[config.mk]
export PLATFORM = sky130hd
export DESIGN_NAME = rtp_packet_framer_flat
export DESIGN_NICKNAME = d
export VERILOG_FILES = /design/src/rtl/rtp_packet_framer_if.sv /design/src/rtl/rtp_packet_framer.sv /design/src/flat_wrapper.sv
export SDC_FILE = /design/constraint.sdc
export NUM_CORES = 1
export LEC_CHECK = 0
export CAP_MARGIN = 10
export CORE_ASPECT_RATIO = 1.5
export CORE_MARGIN = 2
export CORE_UTILIZATION = 45
export DETAILED_ROUTE_END_ITERATION = 10
export GPL_TIMING_DRIVEN = 0
export SETUP_SLACK_MARGIN = 0.15
export SYNTH_ARGS = -nofsm -noshare
export SYNTH_HDL_FRONTEND = slang
export SYNTH_SLANG_ARGS = --single-unit
[constraint.sdc]
create_clock -name clk -period 5.25 [get_ports clk]
set_clock_uncertainty 0.2 [all_clocks]
set_input_delay 0.525 -clock clk [delete_from_list [all_inputs] [get_ports clk]]
set_output_delay 0.525 -clock clk [all_outputs]
set_load 0.005 [all_outputs]
[src/rtl/rtp_packet_framer_if.sv]
// Stream bundle for the RTP framer: payload words in from the SDI packetizer,
// framed packet words out to the UDP/IP encapsulation stage.
interface rtp_packet_framer_if;
  logic [31:0] in_data;
  logic        in_valid;
  logic        in_last;
  logic        ts_tick;
  logic [31:0] out_data;
  logic        out_valid;
  logic        out_ready;
  logic        out_sop;
  logic        out_eop;
  logic        overflow;

  modport master (
    input  in_data, in_valid, in_last, ts_tick, out_ready,
    output out_data, out_valid, out_sop, out_eop, overflow
  );

  modport slave (
    output in_data, in_valid, in_last, ts_tick, out_ready,
    input  out_data, out_valid, out_sop, out_eop, overflow
  );
endinterface

[src/rtl/rtp_packet_framer.sv]
// Buffers payload words and emits RTP packets (3 header words + 1..PAYLOAD_WORDS
// payload words); a packet closes early with M=1 on the last word of a video frame.
module rtp_packet_framer #(
  parameter int unsigned PAYLOAD_WORDS = 8,
  parameter int unsigned FIFO_DEPTH    = 32,
  parameter int unsigned LAST_DEPTH    = 4,
  parameter logic [6:0]  PT            = 7'd96,
  parameter logic [31:0] SSRC          = 32'h5354_3131
) (
  input logic                  clk,
  input logic                  rst_n,
  rtp_packet_framer_if.master  pkt_if
);

  localparam int unsigned AW = $clog2(FIFO_DEPTH);
  localparam int unsigned LW = $clog2(LAST_DEPTH);
  localparam logic [AW:0] DEPTH_L = (AW+1)'(FIFO_DEPTH);
  localparam logic [AW:0] PW_L    = (AW+1)'(PAYLOAD_WORDS);
  localparam logic [LW:0] LQ_L    = (LW+1)'(LAST_DEPTH);

  typedef enum logic [2:0] {
    ST_IDLE,
    ST_HDR0,
    ST_HDR1,
    ST_HDR2,
    ST_PAY
  } state_t;

  logic [31:0]   mem_q    [FIFO_DEPTH];
  logic [AW-1:0] lq_mem_q [LAST_DEPTH];
  logic [AW:0]   wr_ptr_q, rd_ptr_q;
  logic [LW:0]   lq_wr_q, lq_rd_q;
  logic [31:0]   ts_cnt_q;
  logic          overflow_q;

  state_t        state_q;
  logic [31:0]   out_data_q;
  logic          out_valid_q, out_sop_q, out_eop_q;
  logic [15:0]   seq_q;
  logic          frame_start_q;
  logic [31:0]   pkt_ts_q;
  logic          pkt_m_q;
  logic [AW:0]   len_q, cnt_q;

  logic [AW:0]   fifo_count;
  logic          fifo_full;
  logic [LW:0]   lq_count;
  logic          lq_full, lq_empty;
  logic          wr_en, drop;
  logic [AW-1:0] wr_idx, rd_idx, lq_head;
  logic [AW-1:0] dist_mod;
  logic [AW:0]   dist_d;
  logic          eof_fits, start_d, start_m_d;
  logic [AW:0]   start_len_d;
  logic          hs;
  logic [31:0]   head_word;

  always_comb begin
    fifo_count = wr_ptr_q - rd_ptr_q;
    fifo_full  = (fifo_count == DEPTH_L);
    lq_count   = lq_wr_q - lq_rd_q;
    lq_full    = (lq_count == LQ_L);
    lq_empty   = (lq_count == '0);
    wr_idx     = wr_ptr_q[AW-1:0];
    rd_idx     = rd_ptr_q[AW-1:0];
    lq_head    = lq_mem_q[lq_rd_q[LW-1:0]];
    head_word  = mem_q[rd_idx];
    wr_en      = pkt_if.in_valid && !fifo_full && (!pkt_if.in_last || !lq_full);
    drop       = pkt_if.in_valid && !wr_en;
    hs         = out_valid_q && pkt_if.out_ready;
  end

  // A frame end sitting in the last FIFO slot wraps dist to 0; it means a full FIFO.
  always_comb begin
    dist_mod    = lq_head - rd_idx + 1'b1;
    dist_d      = (dist_mod == '0) ? DEPTH_L : {1'b0, dist_mod};
    eof_fits    = !lq_empty && (dist_d <= PW_L);
    start_m_d   = eof_fits;
    start_d     = eof_fits || (fifo_count >= PW_L);
    start_len_d = eof_fits ? dist_d : PW_L;
  end

  always_ff @(posedge clk) begin
    if (wr_en) begin
      mem_q[wr_idx] <= pkt_if.in_data;
      if (pkt_if.in_last) begin
        lq_mem_q[lq_wr_q[LW-1:0]] <= wr_idx;
      end
    end
  end

  always_ff @(posedge clk or negedge rst_n) begin
    if (!rst_n) begin
      wr_ptr_q   <= '0;
      lq_wr_q    <= '0;
      ts_cnt_q   <= '0;
      overflow_q <= 1'b0;
    end else begin
      if (pkt_if.ts_tick) begin
        ts_cnt_q <= ts_cnt_q + 1'b1;
      end
      if (wr_en) begin
        wr_ptr_q <= wr_ptr_q + 1'b1;
        if (pkt_if.in_last) begin
          lq_wr_q <= lq_wr_q + 1'b1;
        end
      end
      if (drop) begin
        overflow_q <= 1'b1;
      end
    end
  end

  // Payload words are popped into the output register as the previous word hands off,
  // so the last-queue entry is retired on the eop handshake of an M=1 packet.
  always_ff @(posedge clk or negedge rst_n) begin
    if (!rst_n) begin
      state_q       <= ST_IDLE;
      out_data_q    <= '0;
      out_valid_q   <= 1'b0;
      out_sop_q     <= 1'b0;
      out_eop_q     <= 1'b0;
      rd_ptr_q      <= '0;
      lq_rd_q       <= '0;
      seq_q         <= '0;
      frame_start_q <= 1'b1;
      pkt_ts_q      <= '0;
      pkt_m_q       <= 1'b0;
      len_q         <= '0;
      cnt_q         <= '0;
    end else begin
      case (state_q)
        ST_IDLE: begin
          if (start_d) begin
            state_q     <= ST_HDR0;
            out_valid_q <= 1'b1;
            out_sop_q   <= 1'b1;
            out_eop_q   <= 1'b0;
            out_data_q  <= {2'b10, 1'b0, 1'b0, 4'b0000, start_m_d, PT, seq_q};
            pkt_m_q     <= start_m_d;
            len_q       <= start_len_d;
            if (frame_start_q) begin
              pkt_ts_q <= ts_cnt_q;
            end
          end
        end
        ST_HDR0: begin
          if (hs) begin
            state_q    <= ST_HDR1;
            out_sop_q  <= 1'b0;
            out_data_q <= pkt_ts_q;
          end
        end
        ST_HDR1: begin
          if (hs) begin
            state_q    <= ST_HDR2;
            out_data_q <= SSRC;
          end
        end
        ST_HDR2: begin
          if (hs) begin
            state_q    <= ST_PAY;
            out_data_q <= head_word;
            rd_ptr_q   <= rd_ptr_q + 1'b1;
            cnt_q      <= (AW+1)'(1);
            out_eop_q  <= (len_q == (AW+1)'(1));
          end
        end
        ST_PAY: begin
          if (hs) begin
            if (out_eop_q) begin
              state_q       <= ST_IDLE;
              out_valid_q   <= 1'b0;
              out_eop_q     <= 1'b0;
              out_data_q    <= '0;
              seq_q         <= seq_q + 1'b1;
              frame_start_q <= pkt_m_q;
              if (pkt_m_q) begin
                lq_rd_q <= lq_rd_q + 1'b1;
              end
            end else begin
              out_data_q <= head_word;
              rd_ptr_q   <= rd_ptr_q + 1'b1;
              cnt_q      <= cnt_q + 1'b1;
              out_eop_q  <= ((cnt_q + 1'b1) == len_q);
            end
          end
        end
        default: begin
          state_q     <= ST_IDLE;
          out_valid_q <= 1'b0;
          out_sop_q   <= 1'b0;
          out_eop_q   <= 1'b0;
        end
      endcase
    end
  end

  assign pkt_if.out_data  = out_data_q;
  assign pkt_if.out_valid = out_valid_q;
  assign pkt_if.out_sop   = out_sop_q;
  assign pkt_if.out_eop   = out_eop_q;
  assign pkt_if.overflow  = overflow_q;

endmodule

[src/flat_wrapper.sv]
// flat-port wrapper written by rule: the top's interface ports become plain ports
module rtp_packet_framer_flat 
#(
  parameter int unsigned PAYLOAD_WORDS = 8,
  parameter int unsigned FIFO_DEPTH    = 32,
  parameter int unsigned LAST_DEPTH    = 4,
  parameter logic [6:0]  PT            = 7'd96,
  parameter logic [31:0] SSRC          = 32'h5354_3131
)
  (clk, rst_n, pkt_if_in_data, pkt_if_in_valid, pkt_if_in_last, pkt_if_ts_tick, pkt_if_out_ready, pkt_if_out_data, pkt_if_out_valid, pkt_if_out_sop, pkt_if_out_eop, pkt_if_overflow);
  rtp_packet_framer_if pkt_if_i ();
  input logic clk;
  input logic rst_n;
  input wire logic [$bits(pkt_if_i.in_data)-1:0] pkt_if_in_data;
  input wire logic [$bits(pkt_if_i.in_valid)-1:0] pkt_if_in_valid;
  input wire logic [$bits(pkt_if_i.in_last)-1:0] pkt_if_in_last;
  input wire logic [$bits(pkt_if_i.ts_tick)-1:0] pkt_if_ts_tick;
  input wire logic [$bits(pkt_if_i.out_ready)-1:0] pkt_if_out_ready;
  output wire logic [$bits(pkt_if_i.out_data)-1:0] pkt_if_out_data;
  output wire logic [$bits(pkt_if_i.out_valid)-1:0] pkt_if_out_valid;
  output wire logic [$bits(pkt_if_i.out_sop)-1:0] pkt_if_out_sop;
  output wire logic [$bits(pkt_if_i.out_eop)-1:0] pkt_if_out_eop;
  output wire logic [$bits(pkt_if_i.overflow)-1:0] pkt_if_overflow;
  assign pkt_if_i.in_data = pkt_if_in_data;
  assign pkt_if_i.in_valid = pkt_if_in_valid;
  assign pkt_if_i.in_last = pkt_if_in_last;
  assign pkt_if_i.ts_tick = pkt_if_ts_tick;
  assign pkt_if_i.out_ready = pkt_if_out_ready;
  assign pkt_if_out_data = pkt_if_i.out_data;
  assign pkt_if_out_valid = pkt_if_i.out_valid;
  assign pkt_if_out_sop = pkt_if_i.out_sop;
  assign pkt_if_out_eop = pkt_if_i.out_eop;
  assign pkt_if_overflow = pkt_if_i.overflow;
  rtp_packet_framer #(.PAYLOAD_WORDS(PAYLOAD_WORDS), .FIFO_DEPTH(FIFO_DEPTH), .LAST_DEPTH(LAST_DEPTH), .PT(PT), .SSRC(SSRC)) u_core (.clk(clk), .rst_n(rst_n), .pkt_if(pkt_if_i));
endmodule
==> run metrics <==
status=finished clean; die area=108000 um2; nets=2740; Peak VDD IR=0.000317 V; register area share after synthesis=74.2%; CP startpoint kind=register; clock-pin transition on the worst setup and hold timing paths=0.07 ns; Max Cap Violations=0; #FFs+latches synth=1195; final wirelength=137000 um; Post-synth EDFFs=1044; GRT met1 Usage=31.3%; die width=269 um; post-placement cell count=3931; Setup Crit Path Kind=register to register; Fin Setup TNS=0 ns; final setup fails=0; Synth top area share=66.2%; top cell type by total area after synthesis=edfxtp_1; Max FO, Critical Path=10; busiest layer in global routing=met2; vias=25400; Relative slew margins=6.15%; DPL Wire Length=87500 um; fmax=0.198 GHz; Yosys cell types=71; Syn Nets=2500; WL/cell=33.0 um; Synth area leaders=edfxtp_1 66%, mux4_2 9.7%, dfrtp_1 7.9%; first-pass GRT wire length=192000 um; synthesized cell area=47400 um2; share of cells above drive strength 1=21.2%; Finished Layout Cells=4160; vias per cell=6.11; CTS root buf=clkbuf_16; asr flop ratio synth=12.6%; GRT Util Overall=25.7%; Site Rows=145; H-tree levels=3; Hold/Removal Path Class=input pin to async pin; Mapped Cells=2433; met3 usage=4.51%; Clock Latency Late Sink=0.73 ns; M2 GR Usage=44.1%; core region area=104000 um2; area grow syn2layout=15.2%; commonest non-fill, non-tap cell in the layout=edfxtp_1; vias in the first global route=25800; Antenna diodes=0; Clock Path Buffers=3; Worst Setup End Kind=register; Final period util=96.2%; largest net degree at the start of global routing=100; clk sinks=1195; I/O Buffers=73; fin util=52.3%; GPL Wtd Cong=0.850; Tmin final=5.05 ns; Mapped Avg Cell Area=19.5 um2; Leakage Power=18.4 nW; Routed Antenna Nets=0; initial antenna violation count=4; Hold Fails Final Rpt=0; CP Data Required Time=5.70 ns; CP Data Arrival Time=5.50 ns; # DRC=0; Initial Util=45.4%; Hold Slack=0.146 ns; Most used DFF post-synth=edfxtp_1; drt first pass iters=5; power per cell area=545 nW/um2; Slew Viols, Final=0; top-level port count=74; 1st-iter DRT viols=3034; DIE HEIGHT=401 um; Yosys warning total=0; total congestion overflow=0; worst-margin pin slew=1.37 ns; CTS tree=done; most frequent cells in the layout=1044 x edfxtp_1, 203 x mux4_2, 148 x dfrtp_1; CTS Buf Count=109; RSZ-0062 raised after global routing=yes
## path summary, 6_finish.rpt
path	from	end	slack [ns]	cells past startpoint
worst max-delay path	u_core.rd_ptr_q[3]$_DFFE_PN0P_	u_core.pkt_if.out_data[6]$_DFFE_PN0P_	0.20	9
worst min-delay path	rst_n	u_core.lq_rd_q[1]$_DFFE_PN0P_	0.15	2
worst max register to register	u_core.rd_ptr_q[3]$_DFFE_PN0P_	u_core.pkt_if.out_data[6]$_DFFE_PN0P_	0.20	9
worst min register to register	u_core.ts_cnt_q[31]$_DFFE_PN0P_	u_core.ts_cnt_q[31]$_DFFE_PN0P_	0.28	1
max in group asynchronous	rst_n	u_core.ts_cnt_q[30]$_DFFE_PN0P_	3.76	3
min in group clk	pkt_if_in_valid	u_core.pkt_if.overflow$_DFFE_PN0P_	0.22	3
## cell type report
| cell class | count | area [um2] |
|---|---|---|
| fill | 8204 | 49800 |
| sequential | 1195 | 35100 |
| multi-input combinational | 1074 | 11600 |
| clock buffer | 135 | 2930 |
| tap | 1396 | 1750 |
| timing repair buffer | 126 | 1550 |
| clock inverter | 67 | 729 |
| buffer | 122 | 679 |
| inverter | 45 | 169 |
## where the power goes
group          switching [mW]  internal [mW]  leakage [nW]  total (mW)
Combinational            6.20           3.77          5.26        9.98
Sequential              0.376           11.2          11.4        11.5
Clock                    3.53           4.70          1.80        8.22
Total                    10.1           19.6          18.4        29.7
## Yosys cell counts, drive strengths merged (10+ instances only)
library cell  count
edfxtp         1044
mux4            203
dfrtp           150
mux2i           142
clkbuf           66
nand2            62
buf              56
a21oi            52
mux2             51
inv              45
nor2             43
xnor2            43
and3             39
a22oi            38
nand3            37
xor2             36
o21ai            29
ha               27
o221ai           26
a22o             25
a211oi           24
a2111oi          22
o22ai            21
and2             15
o2bb2ai          14
o211ai           13
a222oi           10
nand2b           10
nand4            10
## timing repair
item / CTS / global route
cloned: 3 / 0
pin swaps: 11 / 2
gates resized for setup: 35 / 8
buffers inserted: 14 / 8
hold endpoints to repair: 52 / 0
setup endpoints to repair: 1091 / 279
hold buffers: 1 / 0
## worst max-delay path, cell delays in order (launching register included)
cell	delay (ns)
dfrtp_1	0.41
clkbuf_1	0.22
clkbuf_1	0.45
nor2b_1	0.68
clkbuf_1	0.76
clkbuf_1	0.82
a211oi_1	0.24
a21oi_1	0.78
a222oi_1	0.20
mux2i_1	0.18
## cell families (layout without fill, tap and decap cells)
family	after synthesis	in the layout	synth area share, %
flops	1195	1195	74.2
compound gates	309	309	4.85
xor+xnor	80	80	1.51
simple gates	257	260	2.81
fa+ha+maj	29	29	0.798
buf+inv	167	495	1.73
mux	396	396	14.1
## registers in the layout (all words and copies together), names as in the netlist
signal                   count
u_core.state_q               3
u_core.len_q                 6
u_core.ts_cnt_q             32
u_core.cnt_q                 6
u_core.pkt_if.out_sop        1
u_core.pkt_if.out_valid      1
u_core.frame_start_q         1
u_core.lq_wr_q               3
u_core.wr_ptr_q              6
u_core.lq_mem_q             20
u_core.pkt_if.out_data      32
u_core.mem_q              1024
u_core.pkt_if.out_eop        1
u_core.pkt_if.overflow       1
u_core.seq_q                16
u_core.lq_rd_q               3
u_core.pkt_m_q               1
u_core.pkt_ts_q             32
u_core.rd_ptr_q              6
## per-layer routing
metal  vias to the layer above  share of wire, %
met4                         4               5.4
met3                       287               7.5
met2                      1182                51
li1                      10400                 -
met5                         -             0.014
met1                     13500                36
## through the flow
stage          instance area (um2)  setup WS, ns  total power [mW]
2_1_floorplan                47400         0.894              17.4
3_3_place_gp                 49800         -2.77              21.2
6_report                     54500         0.200              29.7
3_5_place_dp                 50500        -0.796              21.5
5_1_grt                      54500         0.113              30.7
4_1_cts                      54400         0.169              29.8
Power figures use the tool's default switching activity.
